<file path="src/rtl/reg_wb_queue_pkg.sv">
// Shared constants and entry type for the register-file write-back queue.
package reg_wb_queue_pkg;
  localparam int DATA_W_DEF = 32;
  localparam int ADDR_W_DEF = 4;
  localparam int REG_COUNT  = 16;

  typedef struct packed {
    logic [ADDR_W_DEF-1:0] addr;
    logic [DATA_W_DEF-1:0] data;
  } wb_entry_t;
endpackage

</file>
<file path="src/rtl/reg_wb_queue_wb_fifo.sv">
// Generic circular buffer: head/tail/count, per-entry valid bits and a
// visible entry array so the parent can run associative compares.
module wb_fifo #(
  parameter int DEPTH = 4,
  parameter int W     = 36
) (
  input  logic                        clk,
  input  logic                        rst_n,
  input  logic                        flush_i,
  input  logic                        push_i,
  input  logic [W-1:0]                push_data_i,
  input  logic                        pop_i,
  output logic [DEPTH-1:0][W-1:0]     entries_o,
  output logic [DEPTH-1:0]            valid_o,
  output logic [$clog2(DEPTH)-1:0]    head_ptr_o,
  output logic                        full_o,
  output logic                        empty_o,
  output logic [$clog2(DEPTH):0]      count_o
);
  localparam int PW = $clog2(DEPTH);
  localparam int CW = PW + 1;

  logic [DEPTH-1:0][W-1:0] mem_q, mem_d;
  logic [DEPTH-1:0]        valid_q, valid_d;
  logic [PW-1:0]           head_q, head_d, tail_q, tail_d;
  logic [CW-1:0]           count_q, count_d;
  logic                    full_s, empty_s, do_push_s, do_pop_s;

  assign full_s     = (count_q == CW'(DEPTH));
  assign empty_s    = (count_q == {CW{1'b0}});
  assign do_push_s  = push_i && !full_s;
  assign do_pop_s   = pop_i && !empty_s;
  assign entries_o  = mem_q;
  assign valid_o    = valid_q;
  assign head_ptr_o = head_q;
  assign full_o     = full_s;
  assign empty_o    = empty_s;
  assign count_o    = count_q;

  // Flush wins over push and pop; pointers wrap naturally at power-of-two DEPTH.
  always_comb begin
    mem_d   = mem_q;
    valid_d = valid_q;
    head_d  = head_q;
    tail_d  = tail_q;
    count_d = count_q;
    if (flush_i) begin
      valid_d = {DEPTH{1'b0}};
      head_d  = {PW{1'b0}};
      tail_d  = {PW{1'b0}};
      count_d = {CW{1'b0}};
    end else begin
      if (do_push_s) begin
        mem_d[tail_q]   = push_data_i;
        valid_d[tail_q] = 1'b1;
        tail_d          = tail_q + PW'(1);
      end else begin
        tail_d = tail_q;
      end
      if (do_pop_s) begin
        valid_d[head_q] = 1'b0;
        head_d          = head_q + PW'(1);
      end else begin
        head_d = head_q;
      end
      case ({do_push_s, do_pop_s})
        2'b10:   count_d = count_q + CW'(1);
        2'b01:   count_d = count_q - CW'(1);
        default: count_d = count_q;
      endcase
    end
  end

  always_ff @(posedge clk or negedge rst_n) begin
    if (!rst_n) begin
      mem_q   <= '0;
      valid_q <= {DEPTH{1'b0}};
      head_q  <= {PW{1'b0}};
      tail_q  <= {PW{1'b0}};
      count_q <= {CW{1'b0}};
    end else begin
      mem_q   <= mem_d;
      valid_q <= valid_d;
      head_q  <= head_d;
      tail_q  <= tail_d;
      count_q <= count_d;
    end
  end
endmodule

</file>
<file path="src/rtl/reg_wb_queue.sv">
// Write-back queue feeding the register-file write port from load and ALU.
// Optional forwarding outputs are enabled by defining REG_WB_QUEUE_FWD_EN.
module reg_wb_queue
  import reg_wb_queue_pkg::*;
#(
  parameter int DEPTH  = 4,
  parameter int DATA_W = DATA_W_DEF,
  parameter int ADDR_W = ADDR_W_DEF
) (
  input  logic                     clk,
  input  logic                     rst_n,
  input  logic                     flush,
  input  logic                     ld_valid,
  output logic                     ld_ready,
  input  logic [ADDR_W-1:0]        ld_rd,
  input  logic [DATA_W-1:0]        ld_data,
  input  logic                     alu_valid,
  output logic                     alu_ready,
  input  logic [ADDR_W-1:0]        alu_rd,
  input  logic [DATA_W-1:0]        alu_data,
  input  logic                     rf_grant,
  output logic                     rf_w_en,
  output logic [ADDR_W-1:0]        rf_rd_addr,
  output logic [DATA_W-1:0]        rf_rd_data,
  input  logic [ADDR_W-1:0]        chk_rn_addr,
  input  logic [ADDR_W-1:0]        chk_rm_addr,
  output logic                     rn_pending,
  output logic                     rm_pending,
`ifdef REG_WB_QUEUE_FWD_EN
  output logic                     rn_fwd_hit,
  output logic                     rm_fwd_hit,
  output logic [DATA_W-1:0]        rn_fwd_data,
  output logic [DATA_W-1:0]        rm_fwd_data,
`endif
  output logic [$clog2(DEPTH):0]   count
);
  localparam int PW = $clog2(DEPTH);
  localparam int W  = ADDR_W + DATA_W;

  logic [DEPTH-1:0][W-1:0] entries_s;
  logic [DEPTH-1:0]        valid_s;
  logic [PW-1:0]           head_ptr_s;
  logic [W-1:0]            head_entry_s, push_data_s;
  logic                    full_s, empty_s, push_s, pop_s;

  assign ld_ready    = !full_s && !flush;
  assign alu_ready   = !full_s && !flush && !ld_valid;
  assign push_s      = (ld_valid && ld_ready) || (alu_valid && alu_ready);
  assign push_data_s = ld_valid ? {ld_rd, ld_data} : {alu_rd, alu_data};
  assign pop_s       = !empty_s && rf_grant && !flush;

  wb_fifo #(.DEPTH(DEPTH), .W(W)) u_fifo (
    .clk         (clk),
    .rst_n       (rst_n),
    .flush_i     (flush),
    .push_i      (push_s),
    .push_data_i (push_data_s),
    .pop_i       (pop_s),
    .entries_o   (entries_s),
    .valid_o     (valid_s),
    .head_ptr_o  (head_ptr_s),
    .full_o      (full_s),
    .empty_o     (empty_s),
    .count_o     (count)
  );

  assign head_entry_s = entries_s[head_ptr_s];
  assign rf_w_en      = pop_s;
  assign rf_rd_addr   = empty_s ? {ADDR_W{1'b0}} : head_entry_s[DATA_W +: ADDR_W];
  assign rf_rd_data   = empty_s ? {DATA_W{1'b0}} : head_entry_s[DATA_W-1:0];

  // Associative compare against registered entries only; scanning from head
  // means the last match seen is the youngest one.
  always_comb begin
    logic [PW-1:0] idx_s;
    rn_pending = 1'b0;
    rm_pending = 1'b0;
`ifdef REG_WB_QUEUE_FWD_EN
    rn_fwd_hit  = 1'b0;
    rm_fwd_hit  = 1'b0;
    rn_fwd_data = {DATA_W{1'b0}};
    rm_fwd_data = {DATA_W{1'b0}};
`endif
    for (int k = 0; k < DEPTH; k++) begin
      idx_s = head_ptr_s + PW'(k);
      if (valid_s[idx_s] && (entries_s[idx_s][DATA_W +: ADDR_W] == chk_rn_addr)) begin
        rn_pending = 1'b1;
`ifdef REG_WB_QUEUE_FWD_EN
        rn_fwd_hit  = 1'b1;
        rn_fwd_data = entries_s[idx_s][DATA_W-1:0];
`endif
      end else begin
        rn_pending = rn_pending;
      end
      if (valid_s[idx_s] && (entries_s[idx_s][DATA_W +: ADDR_W] == chk_rm_addr)) begin
        rm_pending = 1'b1;
`ifdef REG_WB_QUEUE_FWD_EN
        rm_fwd_hit  = 1'b1;
        rm_fwd_data = entries_s[idx_s][DATA_W-1:0];
`endif
      end else begin
        rm_pending = rm_pending;
      end
    end
  end
endmodule
</file>
<file path="config.mk">
export PLATFORM = sky130hd
export DESIGN_NAME = reg_wb_queue
export DESIGN_NICKNAME = d
export VERILOG_FILES = /design/src/rtl/reg_wb_queue_pkg.sv /design/src/rtl/reg_wb_queue_wb_fifo.sv /design/src/rtl/reg_wb_queue.sv
export SDC_FILE = /design/constraint.sdc
export NUM_CORES = 1
export LEC_CHECK = 0
export ABC_AREA = 1
export CAP_MARGIN = 40
export CORE_MARGIN = 3
export CORE_UTILIZATION = 50
export CTS_BUF_LIST = sky130_fd_sc_hd__clkbuf_16
export DETAILED_ROUTE_END_ITERATION = 16
export PLACE_DENSITY = 0.78
export SLEW_MARGIN = 20
export SYNTH_ARGS = -nofsm -noshare
export SYNTH_HDL_FRONTEND = slang
export SYNTH_SLANG_ARGS = --single-unit
</file>
<file path="constraint.sdc">
create_clock -name clk -period 2.3 [get_ports clk]
set_clock_uncertainty 0.1 [all_clocks]
set_input_delay 0.23 -clock clk [delete_from_list [all_inputs] [get_ports clk]]
set_output_delay 0.23 -clock clk [all_outputs]
set_load 0.03 [all_outputs]
</file>
# Word-level counts from Yosys, hierarchy flattened
# Index checks and enable logic that the tools add are counted.
# Widths: inputs -> output; s select.
[word_totals]
rom_bits = 0
n_memories = 0
ramBits = 0
latchBits = 0
register_bits = 155
inputBits = 86
wordCells = 108
[classes]
div = 0
order_cmp = 7
multipliers = 0
eq_ne = 11
n_shift = 0
bitwise = 4
reduce_logical = 28
n_addsub = 6
n_mux = 44
[op_table]
columns = ["op", "count"]
rows = [
  ["$bmux 36 s2", 4],
  ["$mux 36", 6],
  ["$bwmux 144", 1],
  ["$demux 36 s2", 1],
  ["$eq 4x4->1", 8],
  ["$mux 32", 1],
  ["$mux 4", 5],
  ["$logic_and 1x1->1", 18],
  ["$lt 2x3->1 const B", 5],
  ["$mux 1", 14],
  ["$bmux 1 s2", 4],
  ["$mux 2", 4],
  ["$pmux 3 s2", 1],
  ["$add 2x1->2 const B", 2],
  ["$add 2x2->2 const B", 2],
  ["$and 4x4->4", 1],
  ["$demux 1 s2", 2],
  ["$ge 2x1->1 const B", 2],
  ["$logic_not 1->1", 4],
  ["$not 4->4", 1],
  ["$or 4x4->4", 1],
  ["$reduce_bool 2->1", 2],
  ["$add 3x1->3 const B", 1],
  ["$eq 3x3->1 const B", 1],
  ["other kinds (9)", 9],
]

# Logic depth before layout (Yosys ltp)
# Gate-level depths: netlist of run 1.
[logic_depth]
ltp_word = 12
ltp_mapped = 16
ltp_nobuf = 14

# Hierarchy
# Synthesis of run 1 repeated with hierarchy kept, for this count alone.
[hier_totals]
cells_unflattened = 1163
area_unflattened_um2 = 8657.1
[modules_own_cells]
columns = ["mod", "seq_area_each_um2", "area_each_um2", "n_inst", "cells_each"]
rows = [
  ["wb_fifo", 3878.7, 6004.5, 1, 581],
  ["reg_wb_queue", 0.0, 2652.5, 1, 582],
]

# Worst setup path after synthesis of run 1
# Ideal clock, no wire load.
[synth_path]
path_kind = "reg-to-output"
start = "register u_fifo.head_q[0], in the netlist u_fifo.head_ptr_o[0]"
end = "output port rn_pending"
arrival_time_ns = 2.416
path_stages_with_launch = 15
required_time_ns = 1.970
path_slack_ns = -0.446
cell_sequence = "dfrtp_1 -> inv_1 -> buf_2 -> buf_2 -> buf_2 -> ha_1 -> inv_1 -> clkbuf_1 -> nand3_1 -> nand2_1 -> xor2_1 -> nand3_1 -> nand2_1 -> inv_1 -> nand2_1"
[synth_via]
elab_chain_len = 8
[synth_rtl]
columns = ["element", "line", "rtl"]
rows = [
  ["start, declared", "reg_wb_queue_wb_fifo.sv:25", "logic [PW-1:0] head_q, head_d, tail_q, tail_d;"],
  ["start signal, assigned", "reg_wb_queue_wb_fifo.sv:78", "head_q <= {PW{1'b0}};"],
  ["$add 2x1->2 or $bmux 36 s2 (tied branches)", "reg_wb_queue.sv:85, reg_wb_queue.sv:86", ""],
  ["$bmux 36 s2 or $mux 36 (tied branches)", "reg_wb_queue.sv:86", "if (valid_s[idx_s] && (entries_s[idx_s][DATA_W +: ADDR_W] == chk_rn_addr)) begin"],
  ["$mux 36 (not written as such) or $eq 4x4->1 (tied branches)", "reg_wb_queue.sv:86", ""],
  ["$eq 4x4->1 or $logic_and 1x1->1 (tied branches)", "reg_wb_queue.sv:86", ""],
  ["$logic_and 1x1->1 or $mux 1 (tied branches)", "reg_wb_queue.sv:86", ""],
  ["$mux 1 (2 in a row)", "reg_wb_queue.sv:86", ""],
  ["$mux 1 (*)", "reg_wb_queue.sv:86", ""],
  ["end, declared", "reg_wb_queue.sv:27", "output logic rn_pending,"],
]
# Mark *: on every way between the ends. The rest lies on a longest branch, timed or not. The select of a mux whose other input is x is not followed.

# Worst setup path after layout of run 1
[layout_path]
start = "register u_fifo.head_q[0], in the netlist u_fifo.head_ptr_o[0]"
end = "output port rm_pending"
[layout_via]
elab_chain_len = 8
[layout_rtl]
columns = ["element", "line", "rtl"]
rows = [
  ["$add 2x1->2 or $bmux 36 s2 (tied branches)", "reg_wb_queue.sv:85, reg_wb_queue.sv:95", ""],
  ["$bmux 36 s2 or $mux 36 (tied branches)", "reg_wb_queue.sv:95", "if (valid_s[idx_s] && (entries_s[idx_s][DATA_W +: ADDR_W] == chk_rm_addr)) begin"],
  ["$mux 36 (not written as such) or $eq 4x4->1 (tied branches)", "reg_wb_queue.sv:95", ""],
  ["$eq 4x4->1 or $logic_and 1x1->1 (tied branches)", "reg_wb_queue.sv:95", ""],
  ["$logic_and 1x1->1 or $mux 1 (tied branches)", "reg_wb_queue.sv:95", ""],
  ["$mux 1 (2 in a row)", "reg_wb_queue.sv:95", ""],
  ["$mux 1 (*)", "reg_wb_queue.sv:95", ""],
  ["end, declared", "reg_wb_queue.sv:28", "output logic rm_pending,"],
]
# Marks and branches as above.

==> results of run 1 <==
-- routing by layer --
layer	vias to the layer above	routed length [um]	GRT usage, %
met1	3627	9880	33.8
met2	262	11000	41.6
met3	35	1250	3.45
met5	-	0	0
met4	0	460	7.57
li1	3708	-	-
-- through the flow --
step / cell area [um2] / utilization, % / power [mW]
after global routing: 11000 / 65.3 / 16.3
after global placement: 10300 / 61.0 / 12.0
after floorplan: 8790 / - / 9.93
final: 11000 / 65.3 / 15.2
after detailed placement: 10300 / 61.0 / 12.2
after CTS: 10900 / 65.0 / 15.1
-- placed cells by master (no fill, tap or decap), drive strengths merged --
| cell type | n |
|---|---|
| clkdlybuf4s50 | 87 |
| mux2 | 80 |
| nand3 | 66 |
| dfrtp | 155 |
| clkbuf | 17 |
| xor2 | 4 |
| clkinvlp | 5 |
| dlygate4sd3 | 1 |
| o21ai | 137 |
| dlygate4sd2 | 1 |
| buf | 76 |
| bufinv | 1 |
| nand3b | 2 |
| xnor2 | 1 |
| ha | 8 |
| a211oi | 4 |
| dlymetal6s2s | 1 |
| o22ai | 1 |
| fa | 1 |
| clkinv | 10 |
| nand2 | 311 |
| inv | 97 |
| a21oi | 99 |
| nor2 | 35 |
-- cell families after synthesis --
group	Yosys count
buffers and inverters	156
AND/OR/NAND/NOR	414
flip-flops	155
AO/OA/AOI/OAI	241
multiplexers	80
adder cells (fa/ha/maj)	9
XOR/XNOR	5
-- path summary, 6_finish.rpt --
check | end | slack [ns]
max in group asynchronous | u_fifo.entries_o[106] | 1.20
hold reg to reg | u_fifo.entries_o[128] | 0.38
min in group clk | u_fifo.tail_q[1] | 0.28
setup / recovery | rm_pending | -0.29
hold / removal | u_fifo.entries_o[55] | 0.22
setup reg to reg | u_fifo.count_o[2] | 0.14
-- flip-flops by register name (all words and copies together), names as in the netlist --
signal and flops:
u_fifo.count_o 3, u_fifo.entries_o 144, u_fifo.head_ptr_o 2, u_fifo.tail_q 2, u_fifo.valid_o 4
-- report_power, final --
| group | internal (mW) | total (mW) | switching, mW |
|---|---|---|---|
| registers | 4.02 | 4.62 | 0.600 |
| logic | 3.20 | 7.98 | 4.77 |
| clock network | 1.48 | 2.63 | 1.14 |
-- worst register-to-register path, delay by kind of cell, from the launching register on --
family                   cells  cell delay [ns]
AO/OA/AOI/OAI                1             0.08
XOR/XNOR                     1             0.19
adder cells (fa/ha/maj)      1             0.42
AND/OR/NAND/NOR              7             0.58
flip-flops                   1             0.43
buffers and inverters        4             0.25
-- layout make-up --
cell class | instances | area share (%)
Timing Repair inverter | 1 | 0.0684
Timing Repair Buffer | 166 | 15.1
Clock inverter | 15 | 1.14
Inverter | 97 | 3.45
Multi-Input combinational cell | 749 | 38.5
Clock buffer | 17 | 3.87
Sequential cell | 155 | 35.3
Tap cell | 220 | 2.51
-- what timing repair did --
item | CTS | global route
pin swaps | 8 | 6
hold endpoints to repair | 51 | 0
resized for setup | 17 | 8
setup endpoints to repair | 23 | 21
cloned | 2 | 0
buffers inserted | 2 | 2
hold buffers | 1 | 0
==> flow_summary.json, run 1 <==
{
  "io_pins": 130,
  "cts_buffers": 17,
  "synth-async-reset-ratio_pct": 100,
  "die_area_mm2": 0.0190,
  "crit_start": "u_fifo.head_ptr_o[0]",
  "rows": 47,
  "area.sequential_mm2": 0.00388,
  "cts_tree": "built",
  "syn2layout_area_growth_pct": 26.1,
  "synth.most_common_cell": "nand2_1",
  "ys_seq_area_share_pct": 44.5,
  "period_minus_slack_ns": 2.59,
  "synth_cell_types": 29,
  "holdWs_ns": 0.222,
  "multi_input_area_mm2": 0.00423,
  "reg2reg_depth": 14,
  "path_class": "reg2out",
  "drt_iter0_drc": 676,
  "dp_hpwl_mm": 14.9,
  "clk_latency_ns": 0.42,
  "vdd_drop_max_v": 0.000814,
  "wirelength_mm": 22.6,
  "ant_nets": 0,
  "start_kind": "flop",
  "fillers": 1395,
  "diodes": 0,
  "coreArea_mm2": 0.0168,
  "portBuffers": 129,
  "layout.nets": 1282,
  "max_cap_violations": 0,
  "via_count": 7632,
  "ctsRootBufferMaster": "clkbuf_16",
  "cts_num_sinks": 155,
  "htree_levels": 4,
  "grt_pass1_wl_mm": 37.2,
  "synth_edf_count": 0,
  "drc": 0,
  "final.setup.worst_slack_ns": -0.291,
  "synthXorXnorAreaFrac_pct": 0.503,
  "critPathMaxStageDelay_ns": 0.40,
  "synth_fp_nets": 1155,
  "vias_per_cell": 5.37,
  "rsz0062_at_grt": "yes",
  "crit_cells": 12,
  "syn_inst": 1060,
  "fp.dieW_um": 138,
  "violations": "negative setup slack",
  "tightest_slew_ns": 0.512,
  "synth_area_mm2": 0.00871,
  "hold_violations": 0,
  "worstReg2RegStart": "u_fifo.count_o[1]",
  "end_kind": "output pin",
  "setup_viol": 4,
  "synth_compound_area_share_pct": 14.0,
  "grt_pass1_vias": 7407,
  "finalWeightedCongestion": 0.889,
  "die_height_um": 138,
  "synthTopCellsByCount": "nand2_1 (310), dfrtp_1 (155), o21ai_0 (137)",
  "clockBufferDepth": 2,
  "initial_core_util_pct": 51.8,
  "p_per_area_mw_per_mm2": 1390,
  "overflow": 0,
  "tns_ns": -0.613,
  "crit_slowest_cell": "dfrtp_2",
  "status": "finished with violations",
  "grt_max_degree": 87,
  "holdCritPathClass": "in2async",
  "drtPass1Iterations": 6,
  "synth-simple-area-share_pct": 19.8,
  "slew_headroom_pct": 65.9,
  "routedWlPerCell_um": 15.9,
  "synth_top_family_by_area": "simple AND/OR/NAND/NOR gates",
  "worstPathCellList": "inv_4 -> ha_4 -> clkinvlp_4 -> nand3_2 -> buf_4 -> nand3_1 -> nand2_1 -> nand3_1 -> nor2_1 -> nor2_2 -> nand2_2 -> buf_6",
  "fin_crit_sh_pct": 113,
  "stdcell_count": 1420,
  "dp.cells": 1381,
  "yosysTopAreaCellShare_pct": 44.5,
  "yosys-mux-area-fraction_pct": 11.9,
  "antenna_found_initial": 0,
  "cp_max_fo": 6,
  "cp_common_cell": "nand3_1",
  "arrival_ns": 2.26,
  "gr-usage-all-layers_pct": 24.9,
  "maxSlewViolCount": 0,
  "drive_above_1_share_pct": 17.5,
  "synth_adder_area_share_pct": 1.38,
  "synth.area.top_cells": "dfrtp_1 (45%), nand2_1 (13%), o21ai_0 (7.9%), mux2_4 (6.4%), a21oi_1 (5.7%)",
  "cpLargestDelayFamily": "simple AND/OR/NAND/NOR gates",
  "cp_data_required_time_ns": 1.97,
  "synth-seq-cells": 155,
  "max_freq_ghz": 0.386,
  "avgSynthCellArea_um2": 8.22,
  "crit_buf_inv": 4,
  "clk_pin_slew_ns": 0.06,
  "synth_warnings": 0,
  "synth_ff_type": "dfrtp_1",
  "p_leak_nw": 5.22,
  "yosysTopAreaCell": "dfrtp_1",
  "dp_slack_ns": 0.00867
}
(Power assumes the default switching activity.)
==> inputs of run 2 (changes only) <==
--- a/config.mk
+++ b/config.mk
@@ -7,6 +7,7 @@
 export LEC_CHECK = 0
 export ABC_AREA = 1
 export CAP_MARGIN = 40
+export CORE_ASPECT_RATIO = 0.5
 export CORE_MARGIN = 3
 export CORE_UTILIZATION = 50
 export CTS_BUF_LIST = sky130_fd_sc_hd__clkbuf_16
@@ -15,4 +16,5 @@
 export SLEW_MARGIN = 20
 export SYNTH_ARGS = -nofsm -noshare
 export SYNTH_HDL_FRONTEND = slang
+export SYNTH_HIERARCHICAL = 1
 export SYNTH_SLANG_ARGS = --single-unit
==> flow_summary.json, run 2 <==
{
  "ctsRootBufferMaster": "clkbuf_16",
  "synth_area_mm2": 0.00866,
  "avgSynthCellArea_um2": 7.44,
  "layout_common_cells": "nand2_1 (431), dfrtp_1 (150), nand3_1 (122), o21ai_1 (109), clkdlybuf4s50_1 (87)",
  "wirelength_mm": 24.9,
  "tightest_slew_ns": 0.534,
  "end_kind": "output pin",
  "period_minus_slack_ns": 2.44,
  "fin_crit_sh_pct": 106,
  "synth-seq-cells": 155,
  "cts_num_sinks": 155,
  "worstReg2RegStart": "u_fifo/count_o[1]",
  "grt_pass1_wl_mm": 40.6,
  "multi_input_area_mm2": 0.00410,
  "antenna_found_initial": 0,
  "slew_headroom_pct": 64.4,
  "synth-async-reset-ratio_pct": 100,
  "synth_cell_types": 31,
  "drt_iter0_drc": 780,
  "holdWs_ns": 0.225,
  "rows": 33,
  "max_cap_violations": 0,
  "io_pins": 130,
  "final_core_util_pct": 65.6,
  "p_leak_nw": 5.34,
  "setup_viol": 18,
  "synth.most_common_cell": "nand2_1",
  "finalWeightedCongestion": 0.863,
  "die_height_um": 99.0,
  "drc": 0,
  "r2r-end": "u_fifo/count_o[2]",
  "cp-endpoint": "rf_rd_data[21]",
  "rsz0062_at_grt": "yes",
  "fp.dieW_um": 192,
  "arrival_ns": 2.11,
  "syn2layout_area_growth_pct": 26.4,
  "ff2ff_setup_slack_ns": 0.15,
  "violations": "negative setup slack",
  "clk_latency_ns": 0.42,
  "die_area_mm2": 0.0190,
  "vdd_drop_max_v": 0.000488,
  "path_class": "reg2out",
  "synthTopCellsByCount": "nand2_1 (438), dfrtp_1 (155), nand3_1 (126)",
  "drive_above_1_share_pct": 12.8,
  "synth_warnings": 6,
  "via_count": 8425,
  "pwr-share-comb_pct": 26.0,
  "gr-usage-all-layers_pct": 26.7,
  "grt_pass1_vias": 8116,
  "tns_ns": -1.25,
  "synth_fp_nets": 1258,
  "routedWlPerCell_um": 16.3,
  "p_switching_mw": 2.90,
  "fillers": 1379,
  "vias_per_cell": 5.52,
  "cts_buffers": 17,
  "clockBufferDepth": 2,
  "cp_data_required_time_ns": 1.97,
  "crit_start": "u_fifo/head_ptr_o[0]",
  "synth_ff_type": "dfrtp_1",
  "synth.area.top_cells": "dfrtp_1 (45%), nand2_1 (19%), nand3_1 (7.3%), o21ai_1 (6.3%), inv_1 (3.6%)",
  "seqPwrFrac_pct": 43.8,
  "reg2reg_depth": 15,
  "htree_levels": 4,
  "grt_max_degree": 63,
  "layout_commonest_cell": "nand2_1",
  "p_sw_share_pct": 33.8,
  "area.sequential_mm2": 0.00388,
  "portBuffers": 129,
  "cp_max_fo": 16,
  "ant_nets": 0,
  "pwr-share-clk_pct": 30.2,
  "status": "finished with violations",
  "start_kind": "flop",
  "max_freq_ghz": 0.410,
  "maxSlewViolCount": 0,
  "placed_area_mm2": 0.0101,
  "layout.nets": 1380,
  "hold_violations": 0,
  "fin_area_mm2": 0.0109,
  "p_per_area_mw_per_mm2": 783,
  "cts_tree": "built",
  "final.setup.worst_slack_ns": -0.139,
  "clk_pin_slew_ns": 0.07,
  "drtPass1Iterations": 5,
  "ys_seq_area_share_pct": 44.8,
  "syn_inst": 1163,
  "overflow": 0,
  "holdCritPathClass": "in2async",
  "internal-power_mw": 5.67,
  "largest_reg_flops": 144,
  "synth_edf_count": 0,
  "dp_hpwl_mm": 15.4,
  "yosysTopAreaCell": "dfrtp_1",
  "diodes": 0,
  "coreArea_mm2": 0.0167,
  "initial_core_util_pct": 51.9,
  "yosysTopAreaCellShare_pct": 44.8
}
run 2: cell count changes after synthesis, moves of 6 or more:
| cell | delta |
|---|---|
| nand2_1 | +128 |
| o21ai_1 | +109 |
| o21ai_0 | -94 |
| a21oi_1 | -92 |
| nand3_1 | +60 |
| mux2_4 | -37 |
| mux2_2 | -35 |
| a22oi_1 | +33 |
| a31oi_1 | +32 |
| buf_6 | +14 |
| buf_4 | +9 |
| inv_1 | -9 |
| mux2_1 | -8 |
| buf_2 | -6 |
run 2: metrics by stage:
| stage | worst slack, ns | std cells | power [mW] |
|---|---|---|---|
| after global placement | 0.0365 | 1479 | 5.77 |
| after floorplan | -0.106 | 1163 | 5.11 |
| final | -0.139 | 1525 | 8.57 |
| after CTS | -0.122 | 1522 | 8.52 |
| after global routing | -0.301 | 1525 | 9.07 |
| after detailed placement | -0.0593 | 1479 | 5.87 |
run 2: cell type report:
cell class              instances  area share (%)
multi-input cells             851            37.4
flip-flops and latches        155            35.5
repair buffers                173            16.5
clock buffers                  17            3.89
inverters                      87            3.05
well taps                     227            2.60
clock inverters                15            1.03
run 2: kinds of logic (layout without fill, tap and decap cells):
family	after synthesis	after routing	synth area share (%)
AOI/OAI and AO/OA	229	229	14.8
xor gates and xnor gates	3	3	0.304
adders and majority gates	9	9	1.39
buffers and inverters	157	292	9.50
DFF	155	155	44.8
and+or+nand+nor	610	610	29.2
run 2: power by group through the flow:
stage	clock network [mW]	registers, mW	logic (mW)
floorplan	0	3.69	1.42
global placement	0	3.74	2.03
detailed placement	0	3.78	2.10
CTS	2.61	3.74	2.17
global route	2.74	3.83	2.50
finish	2.59	3.75	2.23
run 2: worst max-delay path, cell delays in order (launching register included):
cell and delay [ns]:
dfrtp_2 0.47, clkinv_4 0.10, nand2_2 0.11, inv_2 0.19, buf_12 0.19, a22oi_2 0.10, a31oi_2 0.28, buf_4 0.21
run 2: how the worst min path moves through the flow:
stage | slack, ns | endpoint | cells after the start
2_1_floorplan | -0.17 | u_fifo/count_o[0] | 0
3_3_place_gp | 0.10 | u_fifo/entries_o[65] | 1
3_5_place_dp | 0.12 | u_fifo/entries_o[65] | 1
4_1_cts | 0.24 | u_fifo/entries_o[135] | 2
5_1_grt | 0.27 | u_fifo/entries_o[135] | 2
6_report | 0.23 | u_fifo/entries_o[135] | 2
run 2: what timing repair did:
action	4_1_cts	5_1_grt
pin swaps	1	3
hold buffers	1	0
buffers inserted	7	3
cloned	3	0
endpoints found under the hold margin	50	0
resized for setup	20	26
endpoints found under the setup margin	35	34
run 2: layer usage:
| metal | part of all wire [%] | global-route usage (%) | vias up |
|---|---|---|---|
| met5 | 0 | 0 | - |
| met4 | 2.4 | 8.50 | 0 |
| met3 | 7.0 | 5.61 | 48 |
| met2 | 48 | 44.0 | 326 |
| met1 | 42 | 35.6 | 3992 |
| li1 | - | - | 4059 |
